### config.mk
export PLATFORM = sky130hd
export DESIGN_NAME = mem_bus_arbiter
export DESIGN_NICKNAME = d
export VERILOG_FILES = /design/src/rtl/mem_bus_arbiter.sv
export SDC_FILE = /design/constraint.sdc
export NUM_CORES = 1
export LEC_CHECK = 0
export ABC_AREA = 1
export CAP_MARGIN = 40
export CORE_AREA = 2 2 203 205
export DETAILED_ROUTE_END_ITERATION = 7
export DIE_AREA = 0 0 205 207
export GPL_TIMING_DRIVEN = 0
export SLEW_MARGIN = 10
export SYNTH_ARGS = -nofsm -noshare
export SYNTH_HDL_FRONTEND = slang
export SYNTH_SLANG_ARGS = --single-unit
### constraint.sdc
create_clock -name clk -period 2.8 [get_ports clk]
set_clock_uncertainty 0.1 [all_clocks]
set_input_delay 0.7 -clock clk [delete_from_list [all_inputs] [get_ports clk]]
set_output_delay 0.7 -clock clk [all_outputs]
set_load 0.01 [all_outputs]
### src/rtl/mem_bus_arbiter.sv
// Shares one memory port between the fetch (ibus) and load/store (dbus) requesters.
// Data wins ties unless fetch has been passed over STARVE_LIMIT times; one transaction in flight.
module mem_bus_arbiter #(
  parameter int unsigned STARVE_LIMIT = 4
) (
  input  logic        clk,
  input  logic        rst,
  input  logic        i_req_valid,
  input  logic [63:0] i_req_addr,
  output logic        i_resp_addr_ok,
  output logic        i_resp_data_ok,
  output logic [31:0] i_resp_data,
  input  logic        d_req_valid,
  input  logic        d_req_write,
  input  logic [2:0]  d_req_size,
  input  logic [63:0] d_req_addr,
  input  logic [7:0]  d_req_strobe,
  input  logic [63:0] d_req_wdata,
  output logic        d_resp_addr_ok,
  output logic        d_resp_data_ok,
  output logic [63:0] d_resp_data,
  output logic        m_req_valid,
  output logic        m_req_write,
  output logic [2:0]  m_req_size,
  output logic [63:0] m_req_addr,
  output logic [7:0]  m_req_strobe,
  output logic [63:0] m_req_wdata,
  input  logic        m_resp_addr_ok,
  input  logic        m_resp_data_ok,
  input  logic [63:0] m_resp_data,
  output logic        grant_is_data
);

  typedef enum logic [1:0] {IDLE = 2'd0, BUSY_I = 2'd1, BUSY_D = 2'd2} state_e;

  localparam logic [3:0] LIMIT = 4'(STARVE_LIMIT);

  state_e     state_q, state_d;
  logic       addr_done_q, addr_done_d;
  logic [3:0] starve_q, starve_d;
  logic       i_hi_q, i_hi_d;
  logic       busy_i, busy_d;

  assign busy_i = (state_q == BUSY_I);
  assign busy_d = (state_q == BUSY_D);

  always_ff @(posedge clk) begin
    if (rst) begin
      state_q     <= IDLE;
      addr_done_q <= 1'b0;
      starve_q    <= 4'd0;
      i_hi_q      <= 1'b0;
    end else begin
      state_q     <= state_d;
      addr_done_q <= addr_done_d;
      starve_q    <= starve_d;
      i_hi_q      <= i_hi_d;
    end
  end

  always_comb begin
    state_d     = state_q;
    addr_done_d = addr_done_q;
    starve_d    = starve_q;
    i_hi_d      = i_hi_q;
    case (state_q)
      IDLE: begin
        addr_done_d = 1'b0;
        if (d_req_valid && !(i_req_valid && starve_q == LIMIT)) begin
          state_d = BUSY_D;
          if (!i_req_valid) begin
            starve_d = 4'd0;
          end else if (starve_q != 4'hF) begin
            starve_d = starve_q + 4'd1;
          end
        end else if (i_req_valid) begin
          state_d  = BUSY_I;
          starve_d = 4'd0;
          // Word select is latched so a requester dropping valid cannot corrupt it.
          i_hi_d   = i_req_addr[2];
        end else begin
          starve_d = 4'd0;
        end
      end
      BUSY_I, BUSY_D: begin
        if (m_resp_data_ok) begin
          state_d     = IDLE;
          addr_done_d = 1'b0;
        end else if (m_resp_addr_ok) begin
          addr_done_d = 1'b1;
        end
      end
      default: begin
        state_d     = IDLE;
        addr_done_d = 1'b0;
      end
    endcase
  end

  always_comb begin
    m_req_valid    = (busy_i || busy_d) && !addr_done_q;
    m_req_write    = 1'b0;
    m_req_size     = 3'd0;
    m_req_addr     = 64'd0;
    m_req_strobe   = 8'd0;
    m_req_wdata    = 64'd0;
    i_resp_addr_ok = busy_i && m_resp_addr_ok;
    i_resp_data_ok = busy_i && m_resp_data_ok;
    i_resp_data    = 32'd0;
    d_resp_addr_ok = busy_d && m_resp_addr_ok;
    d_resp_data_ok = busy_d && m_resp_data_ok;
    d_resp_data    = 64'd0;
    grant_is_data  = busy_d;
    if (busy_i) begin
      m_req_size = 3'd2;
      m_req_addr = i_req_addr;
      if (m_resp_data_ok) begin
        i_resp_data = i_hi_q ? m_resp_data[63:32] : m_resp_data[31:0];
      end
    end
    if (busy_d) begin
      m_req_write  = d_req_write;
      m_req_size   = d_req_size;
      m_req_addr   = d_req_addr;
      m_req_strobe = d_req_strobe;
      m_req_wdata  = d_req_wdata;
      if (m_resp_data_ok) begin
        d_resp_data = m_resp_data;
      end
    end
  end

endmodule

# Word level (Yosys, flattened, before mapping)
# Cells that the tools add are included.
# Widths: inputs -> output; s select.
# totals
regBits,8
inputBits,274
# classes
addsub,1
eq_ne,7
n_mux,19
n_bitwise,2
n_reduce_logical,16
# ops
operator,count
$mux 64,5
$mux 32,3
$mux 4,3
$mux 2,4
$mux 8,1
$logic_and 1x1->1,7
$add 4x1->4 const B,1
$eq 4x3->1 const B,1
$ne 4x4->1 const B,1
$pmux 2 s2,1
$reduce_and 2->1,2
$mux 3,1
$ne 3x2->1 const B,1
$ne 3x3->1 const B,1
$reduce_and 3->1,1
$reduce_or 3->1,1
$eq 2x1->1 const B,1
$eq 2x2->1 const B,1
$logic_not 1->1,2
$logic_not 2->1,1
$ne 2x2->1 const B,1
$not 1->1,2
$reduce_or 2->1,1
$logic_or 1x1->1,1
$mux 1,1

# Logic depth before layout (Yosys ltp)
# Gate-level depths: netlist of the first run.
# depth
depth_word,6
ltp_mapped,9
ltp_nobuf,9

# Worst setup path after synthesis of the first run
# No wires, ideal clock.
# synth_path
path_type,register -> output
from,reg state_q[0]
to,out d_resp_data[54]
arrival_ns,1.306
required_time_ns,2.000
slack_ns,0.694
path_stages_with_launch,8
path_buffers,3
path_cell_list,dfxtp_1 inv_1 ha_1 buf_2 nand2_1 buf_2 buf_2 nor2_1
# synth_via
elab_chain_len,2
# synth_lines
item,line,rtl
start: declaration,38,"state_e state_q, state_d;"
start signal: assignment,54,state_q <= state_d;
$eq 2x2->1,45,assign busy_d = (state_q == BUSY_D);
net grant_is_data,31,output logic grant_is_data
$mux 64,121,if (busy_d) begin
end: declaration,21,"output logic [63:0] d_resp_data,"
# The timed path passes the listed nets, and every way through them passes these cells.

# Worst setup path in the final report of the first run
# layout_path
from,reg state_q[0]
to,out m_req_addr[10]
# layout_via
elab_chain_len,3
elab_cells_between_ends,4
classes_between,eq/ne: 2; mux: 2
# layout_lines
item,line,rtl
$eq 2x1->1,44,assign busy_i = (state_q == BUSY_I);
$mux 64,114,if (busy_i) begin
$mux 64 *,121,
end: declaration,25,"output logic [63:0] m_req_addr,"
# Every way passes the cells marked *; elsewhere a longest branch is shown, timed or not.

==> results of run 1 <==
## routing by layer
metal | vias up | part of all wire (%) | wire, um
met1 | 2603 | 38 | 9070
met4 | 0 | 3.1 | 739
met2 | 359 | 50 | 12000
met3 | 39 | 9.1 | 2190
li1 | 3013 | - | -
met5 | - | 0 | 0
## registers in the layout (all words and copies together) (netlist names)
signal	count
starve_q	4
state_q	2
i_hi_q	1
addr_done_q	1
## how the worst max path moves through the flow
stage | end | slack [ns] | depth (start not counted)
finish | m_req_addr[10] | 0.05 | 8
global route | m_req_strobe[4] | -0.002 | 8
CTS | m_req_wdata[3] | -0.04 | 8
detailed placement | d_resp_data[32] | -0.61 | 6
global placement | m_req_size[2] | -0.64 | 7
floorplan | d_resp_data[54] | 0.69 | 7
## final cells by class
| cell class | count | area (um2) |
|---|---|---|
| buffer | 49 | 478 |
| tap | 532 | 666 |
| inverter | 155 | 589 |
| fill | 4575 | 31100 |
| clock buffer | 3 | 75.1 |
| sequential | 8 | 163 |
| timing repair buffer | 519 | 5210 |
| multi-input combinational | 455 | 2060 |
## cells in the mapped netlist (all sizes together)
cell type  count  area [um2]
nand2        223         840
inv          155         582
nor2          78         305
nand3         70         365
buf           40         203
a21oi         35         175
o21ai         33         165
clkbuf         9        33.8
dfxtp          8         160
nand4          7        58.8
ha             5        62.6
a211oi         1        7.51
nor3           1        5.00
or2            1        6.26
xor2           1        8.76
## report_power, final
group | internal [mW] | switching [mW]
registers | 0.124 | 0.0100
clock network | 0.184 | 0.0530
logic | 0.769 | 0.630
## what timing repair did
action | CTS | global route
pin swaps | 0 | 0
gates cloned | 1 | 0
endpoints found under the setup margin | 240 | 124
gates resized for setup | 239 | 101
setup buffers | 2 | 2
hold buffers | 0 | 0
endpoints found under the hold margin | 0 | 0
## critical path: cells and delay by family, from the launching register on
kind | cells | cell delay (ns)
DFF | 1 | 0.37
adders and majority gates | 1 | 0.18
and+or+nand+nor | 2 | 0.15
buffers and inverters | 5 | 1.01
## logic make-up (layout without fill, tap and decap cells)
logic type,Yosys count,count (layout)
and+or+nand+nor,380,380
buffers and inverters,204,726
AOI/OAI and AO/OA,69,69
DFF,8,8
adders and majority gates,5,5
xor gates and xnor gates,1,1
## cells in the final DEF, fill, tap and decap left out, types with 7 or more instances in the layout
cell / synthesis / layout
buf_4: 1 / 16
buf_6: 0 / 14
buf_8: 0 / 7
a21oi_1: 35 / 33
clkbuf_2: 0 / 7
clkdlybuf4s15_1: 0 / 17
o21ai_1: 26 / 26
nand3_1: 67 / 66
nand2_1: 222 / 221
dlymetal6s2s_1: 0 / 64
clkdlybuf4s50_1: 0 / 310
nor2_1: 75 / 72
dlygate4sd2_1: 0 / 114
inv_1: 151 / 149
o21ai_0: 7 / 7
==> results by stage, run 1 <==
STA:
- After routing, the total negative slack on setup checks comes to 0 ns.
- At the pin with the least slew margin, the transition time is 0.570 ns.
- The number of max-slew violations in the final report is 0.
- The minimum period implied by the final worst setup slack is 2.75 ns.
- Setup repair after global routing could not meet its margin everywhere.
- The worst hold slack is 0.414 ns.
- The fmax is 0.363 GHz.
- Setup violations remaining at the end of the flow were counted as 0.
- The worst pin sits at a relative slew slack of 62.0%.
- The worst path meets setup with 0.0477 ns of slack.
- The worst path uses 98.3% of the clock period.
- The number of hold-slack violations in the final timing report came to 0.

Setup path:
- For flop-to-flop paths, the worst setup slack is 1.31 ns.
- For the worst setup path, the data arrival time is 1.95 ns.
- The startpoint-to-endpoint class of the critical path is register to output pin.
- The critical path goes through inv_2 -> ha_4 -> buf_12 -> inv_8 -> buf_6 -> nand3_1 -> nand2_1 -> clkdlybuf4s50_1.
- The capturing point of the worst reg2reg path is state_q[0]$_SDFFE_PP0P_.
- The worst-path cell with the longest stage delay is clkdlybuf4s50_1.
- In this run the worst path has a maximum fanout of 10.
- The kind of capture point of the worst setup path is an output pin.
- The worst register-to-register path has a depth of 7.
- On the worst path, the slowest cell contributes a delay of 0.54 ns.
- The launching point of the worst reg2reg path is state_q[0]$_SDFFE_PP0P_.
- The nature of the critical path startpoint is a register.
- STA puts the critical path data required time at 2.00 ns.
- The critical path starts at state_q[0]$_SDFFE_PP0P_.

Outcome:
- The flow ran to the end, and the final reports show no timing, DRC or antenna violations.

Global route:
- The number of antenna violations at the first check in global routing is 0.
- Global routing used 1.76% of the available met3 tracks.
- The met1 track demand over resource in global routing is 11.1%.
- The maximum number of pins on one net before global-route repair is 11.
- The global routing stage identified its most utilized layer as met2.
- The wire length of the first global-routing pass is 33.3 mm.
- The via count of the first global-routing pass is 5899.
- The aggregate global routing overflow is 0.
- The overall routing resource usage is 10.1%.
- The global-route track usage on met2 is 19.5%.

Synthesis:
- Multiplexer cells account for 0% of the synthesized area.
- The average cell area after synthesis is 4.46 um2.
- For this run, the number of Yosys warnings is 0.
- The xor/xnor cell area share of the yosys netlist is 0.294%.
- The number of distinct library cell variants in the gate-level netlist after synthesis is 23.
- The post-synthesis sequential element count is 8.
- The share of synthesized area occupied by flip-flops and latches is 5.38%.
- Synthesis produced a netlist with a net count of 946.
- The synthesized-area fraction occupied by and/or/nand/nor cells is 53.1%.
- The mapped cell area is 2980 um2.
- The number of standard cells after synthesis is 667.
- Of the total synthesized cell area, the portion taken by full adders, half adders and majority gates is 2.10%.
- The share of the synthesized area in compound gates (AO/OA/AOI/OAI) is 11.7%.
- The largest family of logic cells by synthesized area is simple AND/OR/NAND/NOR gates.

Job:
- The max-capacitance violation count is 0.

Placement:
- OpenSTA, run right after detailed placement, puts the worst setup slack at -0.614 ns.
- Once placement completed, the tool counted placed cells totaling 1713.
- Summed over all nets, the half-perimeter wirelength after detailed placement is 20.9 mm.
- During placement, the flow inserted port buffers numbering 513.
- The cell area after placement is 8790 um2.
- The placer congestion estimate is 0.924.

Finish:
- The post-route non-filler standard cell count is 1721.
- The finished cells cover 9240 um2.
- The area growth from synthesis to layout is 210%.
- Measured on the finished design, the core utilization comes to 22.9%.
- Of the cells placed in the final design, the portion with a size suffix greater than 1 is 7.40%.
- The repair_antennas step left the layout with diodes totalling 0.
- The final layout contains 1470 nets.

Die:
- The total area inside the core boundary comes to 40400 um2.
- From left edge to right edge, the die measures 205 um.
- The I/O pin count is 516.
- The floorplan step defined a die boundary enclosing 42400 um2.
- The initial utilization of the core area, before any placement, comes to 7.38%.
- The floorplan step set the die height to 207 um.
- The standard-cell row count is 74.

Drt:
- The detailed router placed 6014 vias in this run.
- The number of violations reported at the end of detailed-routing iteration 0 is 233.
- The via-per-instance ratio is 3.49.
- The per-cell routed wire length is 13.9 um.
- Wires add up to 23.9 mm.
- The length of the first detailed-routing pass in iterations is 7.
- The post-route antenna net violation count is 0.
- The detailed-route DRC error count is 0.

Clock tree:
- The depth of the CTS H-tree is 1.
- The clock tree root driver cell is clkbuf_16.
- The CTS sink count is 8.
- Counting the buffers created by CTS gives 3.
- For the worst-skew pair, the clock arrives at the later sink with an insertion delay of 0.23 ns.
- The longest clock path from root to sink contains 2 buffers.
- Clock-pin slew was measured on the worst setup and hold paths at 0.03 ns.
- TritonCTS built the clock tree.

Worst hold path:
- In this run the worst hold path is classified as register to register.
- The worst hold path terminates at state_q[0]$_SDFFE_PP0P_.
- The hold path startpoint is state_q[0]$_SDFFE_PP0P_.
- The cell count of the worst hold path is 2.

Power:
- The standby leakage power is 6.06 nW.
- The worst supply voltage drop on vdd is 0.000143 V.
- The total power of the final layout is 1.77 mW.
- The ratio of total power to cell area is 192 nW/um2.
No activity file was read; power rests on OpenSTA's default activity.
==> run 2, diff against run 1 <==
--- a/config.mk
+++ b/config.mk
@@ -11,6 +11,7 @@
 export DETAILED_ROUTE_END_ITERATION = 7
 export DIE_AREA = 0 0 205 207
 export GPL_TIMING_DRIVEN = 0
+export PLACE_DENSITY = 0.45
 export SLEW_MARGIN = 10
 export SYNTH_ARGS = -nofsm -noshare
 export SYNTH_HDL_FRONTEND = slang
==> results by stage, run 2 (synthesized netlist as in run 1, its figures left out) <==
Power:
- The ratio of total power to cell area is 191 nW/um2 (-0.21%).
- The standby leakage power was 6.20 nW (+2.4%).
- The net switching share of the total power is 39.0% (-0.15 points).
- The clock group share of total power is 14.0% (+0.6 points).
- The worst supply voltage drop on vdd is 0.000149 V (+4.4%).
- The part of the total power dissipated in combinational logic came to 78.4% (-0.7 points).
- The proportion of power drawn by flip-flops and latches is 7.6% (about the same).
- The internal cell power was 1.08 mW (+0.21%).
- The switching power is 690 uW (-0.42%).

Global route:
- The maximum number of pins on one net before global-route repair is 11 (unchanged).
- The overall routing resource usage is 10.9% (+0.80 points).
- The via count of the first global-routing pass came to 5973 (+1.3%).
- The number of antenna violations at the first check in global routing is 0 (unchanged).
- The aggregate global routing overflow is 0 (unchanged).
- The wire length of the first global-routing pass was 35.7 mm (+7.4%).

Finish:
- The number of fillers in the final layout came to 4618 (+0.94%).
- The final net count was 1470 (unchanged).
- The register with the most flip-flops in the final layout is starve_q.
- The antenna diode instance count is 0 (unchanged).
- The post-route non-filler standard cell count is 1721 (unchanged).
- The top cell types in the final layout, fill and taps aside, are clkdlybuf4s50_1 (324), nand2_1 (220), inv_1 (149).
- The final standard cell area without fillers is 9260 um2 (+0.18%).
- The register area is 163 um2 (unchanged).
- The area growth from synthesis to layout is 211%.
- The total area of multi-input combinational cells is 2060 um2 (unchanged).
- The library cell used most frequently in the layout, excluding fill and tap cells, is clkdlybuf4s50_1.
- The flip-flop count of the largest register after layout is 4 (unchanged).
- The core occupancy in the finished layout is 22.9% (+0.040 points).
- The largest registers in the layout are starve_q: 4 flops, state_q: 2 flops.
- The share of cells above drive strength 1 is 7.57% (+0.17 points).

STA:
- The post-route fraction of the period consumed by the critical path is 97.6% (-0.71 points).
- The total of endpoints with negative setup slack in the final report came to 0 (unchanged).
- The number of hold-slack violations in the final timing report is 0 (unchanged).
- The fmax is 0.366 GHz (+0.73%).
- The worst-case headroom to the max-slew limit is 57.9% (-4.1 points).
- The minimum period implied by the final worst setup slack is 2.73 ns (-0.0200 ns).
- The slew at the pin closest to its max-slew limit is 0.632 ns (+0.0622 ns).
- The number of max-slew violations in the final report is 0 (unchanged).
- Setup repair after global routing could not meet its margin everywhere.
- The final setup slack of the worst path came to 0.0677 ns (+0.0200 ns).

Drt:
- The length of the first detailed-routing pass in iterations is 4 (-3).
- The via-per-instance ratio came to 3.44 (-1.6%).
- The post-route antenna net violation count is 0 (unchanged).
- The number of violations reported at the end of detailed-routing iteration 0 was 221 (-5.2%).
- The post-detailed-routing wire length is 25.3 mm (+5.4%).
- The routed via count came to 5918 (-1.6%).
- The per-cell routed wire length came to 14.7 um (+5.4%).
- The detailed-route DRC error count is 0 (unchanged).

Setup path:
- The worst reg-to-reg setup slack is 1.36 ns (+0.05 ns).
- The data required time at the worst endpoint was 2.00 ns (about the same).
- The data arrival time of the worst path was 1.93 ns (-0.02 ns).
- The signal on the critical path passes through clkdlybuf4s50_1 -> inv_1 -> nor2_1 -> clkdlybuf4s50_1.
- By startpoint and endpoint, the worst setup path is classified as input pin to output pin.
- The cell occurring most often along the worst timing path is clkdlybuf4s50_1.
- The largest stage delay on the critical path was 0.54 ns (about the same).
- The kind of capture point of the worst setup path is an output pin.
- The biggest fanout along the worst timing path is 2 (-8).
- The nature of the critical path startpoint is an input pin.
- Among all stages on the critical path, the largest delay is contributed by clkdlybuf4s50_1.

Outcome:
- The flow ran to the end, and the final reports show no timing, DRC or antenna violations.

Clock tree:
- The CTS tree is done.
- The clock latency on the worst-skew pair is 0.24 ns (about the same).
- The total clock buffers created by CTS is 3 (unchanged).
- The clock input transition at the sequential cells of the worst setup and hold paths is 0.04 ns (about the same).
- The CTS sink count is 8 (unchanged).
- The depth of the CTS H-tree came to 1 (unchanged).
- The clock tree root driver cell is clkbuf_16.
- The maximum clock path buffer count is 2 (unchanged).

Worst hold path:
- The class of the tightest hold or removal check is register to register.

Die:
- The die width was 205 um (unchanged).
- The standard-cell row count came to 74 (unchanged).
- The height of the die came to 207 um (unchanged).
- The I/O pin count is 516 (unchanged).
- The overall die area is 42400 um2 (unchanged).
- The initial core utilization is 7.38% (unchanged).
- The floorplan core area is 40400 um2 (unchanged).

Placement:
- The cell area after placement was 8790 um2 (unchanged).
- The worst-case setup slack after placement came to -0.865 ns (-0.251 ns).
- The count of buffers inserted at the top-level ports was 513 (unchanged).
- The placer congestion estimate is 0.909 (-1.7%).
- The HPWL after detailed placement is 22.1 mm (+5.6%).
- The placed instance count is 1713 (unchanged).

Job:
- The max-capacitance violation count is 0 (unchanged).
## run 2: cell count changes in the layout (fill, tap and decap cells not counted), moves of 4 or more
cell             change
clkdlybuf4s50_1     +14
buf_2                +7
a21oi_2              +4
a21oi_1              -4
clkbuf_2             -4
clkdlybuf4s15_1     -14
buf_8                -5
dlymetal6s2s_1      +14
dlygate4sd2_1       -13
buf_6                +6
## run 2: power by group through the flow
stage	clock network, mW	logic (mW)	registers (mW)
floorplan	0	0.453	0.131
global placement	0	1.39	0.134
detailed placement	0	1.39	0.134
CTS	0.258	1.41	0.134
global route	0.261	1.51	0.136
finish	0.248	1.39	0.134
## run 2: metal layers
layer / up-vias / global-route usage [%] / wire, um
li1: 3016 / - / -
met1: 2536 / 12.0 / 9470
met2: 337 / 21.1 / 12700
met3: 29 / 2.23 / 2520
met4: 0 / 2.46 / 536
met5: - / 0 / 0
## run 2: area by class of cell
cell class / count / area share [%]
Buffer: 49 / 4.93
Clock buffer: 3 / 0.811
Inverter: 155 / 6.37
Multi-Input combinational cell: 455 / 22.3
Sequential cell: 8 / 1.76
Tap cell: 532 / 7.19
Timing Repair Buffer: 519 / 56.7
## run 2: worst max-delay path: cells and delay by family
family	cells	cell delay [ns]
buffers and inverters	3	1.12
and+or+nand+nor	1	0.11
## run 2: worst paths after layout
kind / start / to / depth (start not counted)
worst min-delay path: addr_done_q$_SDFFE_PP0P_ / addr_done_q$_SDFFE_PP0P_ / 2
worst max-delay path: m_resp_data[2] / d_resp_data[2] / 4
worst max register to register: state_q[0]$_SDFFE_PP0P_ / state_q[0]$_SDFFE_PP0P_ / 7
worst min register to register: addr_done_q$_SDFFE_PP0P_ / addr_done_q$_SDFFE_PP0P_ / 2
## run 2: stage by stage
| step | total power [mW] | hold WS, ns | TNS, ns |
|---|---|---|---|
| final | 1.77 | 0.400 | 0 |
| after global routing | 1.90 | 0.435 | -0.0360 |
| after CTS | 1.81 | 0.404 | -0.0157 |
| after detailed placement | 1.52 | 0.387 | -82.22 |
| after global placement | 1.52 | 0.380 | -83.25 |
| after floorplan | 0.583 | 0.354 | 0 |
## run 2: what timing repair did
| action | CTS | global route |
|---|---|---|
| pin swaps | 0 | 0 |
| hold buffers | 0 | 0 |
| buffers inserted | 2 | 3 |
| cloned | 0 | 0 |
| setup endpoints to repair | 240 | 120 |
| gates resized for setup | 214 | 96 |
==> run 3, diff against run 2 <==
--- a/config.mk
+++ b/config.mk
@@ -10,6 +10,7 @@
 export CORE_AREA = 2 2 203 205
 export DETAILED_ROUTE_END_ITERATION = 7
 export DIE_AREA = 0 0 205 207
+export GPL_ROUTABILITY_DRIVEN = 0
 export GPL_TIMING_DRIVEN = 0
 export PLACE_DENSITY = 0.45
 export SLEW_MARGIN = 10
==> constraint.sdc (replaced) <==
create_clock -name clk -period 2.8 [get_ports clk]
set_clock_uncertainty 0.1 [all_clocks]
set_input_delay 0.7 -clock clk [delete_from_list [all_inputs] [get_ports clk]]
set_output_delay 0.7 -clock clk [all_outputs]
set_load 0.005 [all_outputs]
==> results by stage, run 3 (synthesized netlist as in run 1, its figures left out) <==
Finish:
- The top cell types in the final layout, fill and taps aside, are clkdlybuf4s50_1 (405), nand2_1 (213), inv_1 (148).
- The area growth from synthesis to layout is 217%.
- The most frequent standard cell in the layout excluding fill and tap cells is clkdlybuf4s50_1.
- The top register by number of flip-flops is starve_q.
- The register area came to 163 um2 (unchanged).
- The largest registers in the layout are starve_q: 4 flops, state_q: 2 flops.
- The total area of multi-input combinational cells is 2110 um2 (+2.1%).
- The antenna diode instance count was 0 (unchanged).
- The final net count is 1475 (+0.34%).
- The flip-flop count of the largest register after layout is 4 (unchanged).
- The number of fillers in the final layout is 4579 (-0.84%).
- The share of cells above drive strength 1 is 8.71% (+1.1 points).
- The final standard cell area without fillers is 9450 um2 (+2.1%).

Die:
- The I/O pin count is 516 (unchanged).
- The initial core utilization is 7.38% (unchanged).
- The height of the die came to 207 um (unchanged).
- The overall die area is 42400 um2 (unchanged).
- The die width is 205 um (unchanged).
- The floorplan core area was 40400 um2 (unchanged).
- The standard-cell row count is 74 (unchanged).

STA:
- The slew at the pin closest to its max-slew limit is 0.305 ns (-0.327 ns).
- The post-route fraction of the period consumed by the critical path came to 98.4% (+0.80 points).
- The fmax is 0.363 GHz (-0.81%).
- The total of endpoints with negative setup slack in the final report is 0 (unchanged).
- Setup repair after global routing could not meet its margin everywhere.
- The worst-case headroom to the max-slew limit is 79.7% (+22 points).
- The minimum period implied by the final worst setup slack is 2.75 ns (+0.0223 ns).
- The worst hold slack came to 0.403 ns (+0.00313 ns).
- The number of hold-slack violations in the final timing report is 0 (unchanged).
- The number of max-slew violations in the final report is 0 (unchanged).

Drt:
- The detailed-route DRC error count is 0 (unchanged).
- The routed via count is 5975 (+0.96%).
- The post-detailed-routing wire length is 25.8 mm (+2.3%).
- The length of the first detailed-routing pass in iterations is 5 (+1).
- The via-per-instance ratio came to 3.46 (+0.67%).
- The per-cell routed wire length is 15.0 um (+2.0%).
- The number of violations reported at the end of detailed-routing iteration 0 is 284 (+29%).
- The post-route antenna net violation count is 0 (unchanged).

Global route:
- The fraction of met3 tracks used by global routing came to 2.14% (-0.094 points).
- The global-route track usage on met2 was 21.6% (+0.45 points).
- The wire length of the first global-routing pass is 35.9 mm (+0.46%).
- The via count of the first global-routing pass is 6024 (+0.85%).
- The met1 track demand over resource in global routing is 12.0% (-0.020 points).
- The aggregate global routing overflow is 0 (unchanged).
- The maximum number of pins on one net before global-route repair is 11 (unchanged).
- The overall routing resource usage is 11.0% (+0.043 points).
- The layer with the highest usage after global routing is met2.
- The number of antenna violations at the first check in global routing came to 0 (unchanged).

Worst hold path:
- The end point of the worst hold path is state_q[0]$_SDFFE_PP0P_.
- The hold path startpoint is state_q[0]$_SDFFE_PP0P_.
- The cell count of the worst hold path came to 2 (unchanged).
- The class of the tightest hold or removal check is register to register.

Power:
- The net switching share of the total power came to 35.6% (-3.4 points).
- The clock group share of total power is 13.7% (-0.3 points).
- The ratio of total power to cell area is 189 nW/um2 (-0.92%).
- The proportion of power drawn by flip-flops and latches is 7.4% (-0.2 points).
- The internal cell power is 1.15 mW (+6.8%).
- The switching power came to 636 uW (-7.8%).
- The worst supply voltage drop on vdd is 0.000150 V (+0.93%).
- The part of the total power dissipated in combinational logic is 78.9% (+0.5 points).
- The standby leakage power is 5.44 nW (-12%).

Clock tree:
- The CTS sink count is 8 (unchanged).
- The clock tree root driver cell is clkbuf_16.
- The clock latency on the worst-skew pair is 0.23 ns (about the same).
- The maximum clock path buffer count was 2 (unchanged).
- The clock input transition at the sequential cells of the worst setup and hold paths is 0.04 ns (about the same).
- TritonCTS built the clock tree.
- The total clock buffers created by CTS is 3 (unchanged).
- The number of hold-repair buffers added at the cts stage is 0 (unchanged).
- The depth of the CTS H-tree is 1 (unchanged).

Outcome:
- The flow ran to the end, and the final reports show no timing, DRC or antenna violations.

Setup path:
- The startpoint-to-endpoint class of the critical path is input pin to output pin.
- The capturing point of the worst reg2reg path is state_q[1]$_SDFFE_PP0P_.
- The biggest fanout along the worst timing path is 2 (unchanged).
- The data arrival time of the worst path is 1.95 ns (+0.02 ns).
- The kind of capture point of the worst setup path is an output pin.
- The worst-case reg-to-reg path depth came to 8 (+1).
- The worst reg-to-reg setup slack was 1.22 ns (-0.14 ns).
- STA classifies the critical path startpoint as an input pin.
- The data required time at the worst endpoint is 2.00 ns (about the same).
- The startpoint identified for the worst register-to-register timing path is state_q[0]$_SDFFE_PP0P_.

Job:
- The max-capacitance violation count was 0 (unchanged).

Placement:
- The cell area after placement is 8790 um2 (unchanged).
- The count of buffers inserted at the top-level ports is 513 (unchanged).
- The HPWL after detailed placement was 22.2 mm (+0.52%).
==> run 3: through the flow <==
stage,util [%],setup WS [ns],power [mW],setup TNS (ns),cells
after floorplan,-,0.767,0.508,0,667
after global placement,21.7,-0.822,1.45,-74.10,1712
after detailed placement,21.8,-0.820,1.45,-75.88,1713
after CTS,22.6,-0.0533,1.76,-0.340,1721
after global routing,23.4,-0.0229,1.92,-0.152,1726
final,23.4,0.0454,1.79,0,1726
==> run 3: repair_timing <==
action | 4_1_cts | 5_1_grt
gates cloned | 1 | 2
pin swaps | 0 | 0
resized for setup | 173 | 85
buffers inserted | 5 | 3
endpoints found under the setup margin | 240 | 150
==> run 3: layout make-up <==
cell class	instances	share of cell area, %
plain buffers	48	5.75
clock buffers	3	0.795
inverters	155	6.34
multi-input cells	455	22.3
flip-flops and latches	8	1.72
well taps	532	7.05
repair buffers	525	56.1
==> run 3: routing by layer <==
layer	part of all wire [%]	up-vias
li1	-	3020
met1	37	2608
met2	52	329
met3	9.3	18
met4	1.5	0
met5	0	-
==> run 3: worst max-delay path by stage <==
stage | from | endpoint | slack (ns) | cells after the start
2_1_floorplan | state_q[0]$_SDFFE_PP0P_ | d_resp_data[14] | 0.77 | 7
3_3_place_gp | m_resp_data_ok | i_resp_data[13] | -0.82 | 7
3_5_place_dp | m_resp_data_ok | i_resp_data[13] | -0.82 | 7
4_1_cts | state_q[0]$_SDFFE_PP0P_ | m_req_wdata[49] | -0.05 | 8
5_1_grt | state_q[0]$_SDFFE_PP0P_ | m_req_wdata[37] | -0.02 | 8
6_report | m_resp_data[6] | i_resp_data[6] | 0.05 | 4
==> run 3: power by group through the flow <==
stage          clock [mW]  sequential [mW]  combinational [mW]
4_1_cts             0.250            0.132                1.38
2_1_floorplan           0            0.131               0.378
5_1_grt             0.253            0.135                1.53
6_report            0.244            0.133                1.41
3_5_place_dp            0            0.133                1.31
3_3_place_gp            0            0.133                1.31
==> run 3: critical path, stage by stage <==
cell	delay [ns]
clkdlybuf4s50_1	0.48
o21ai_1	0.07
a21oi_1	0.18
clkdlybuf4s50_1	0.53
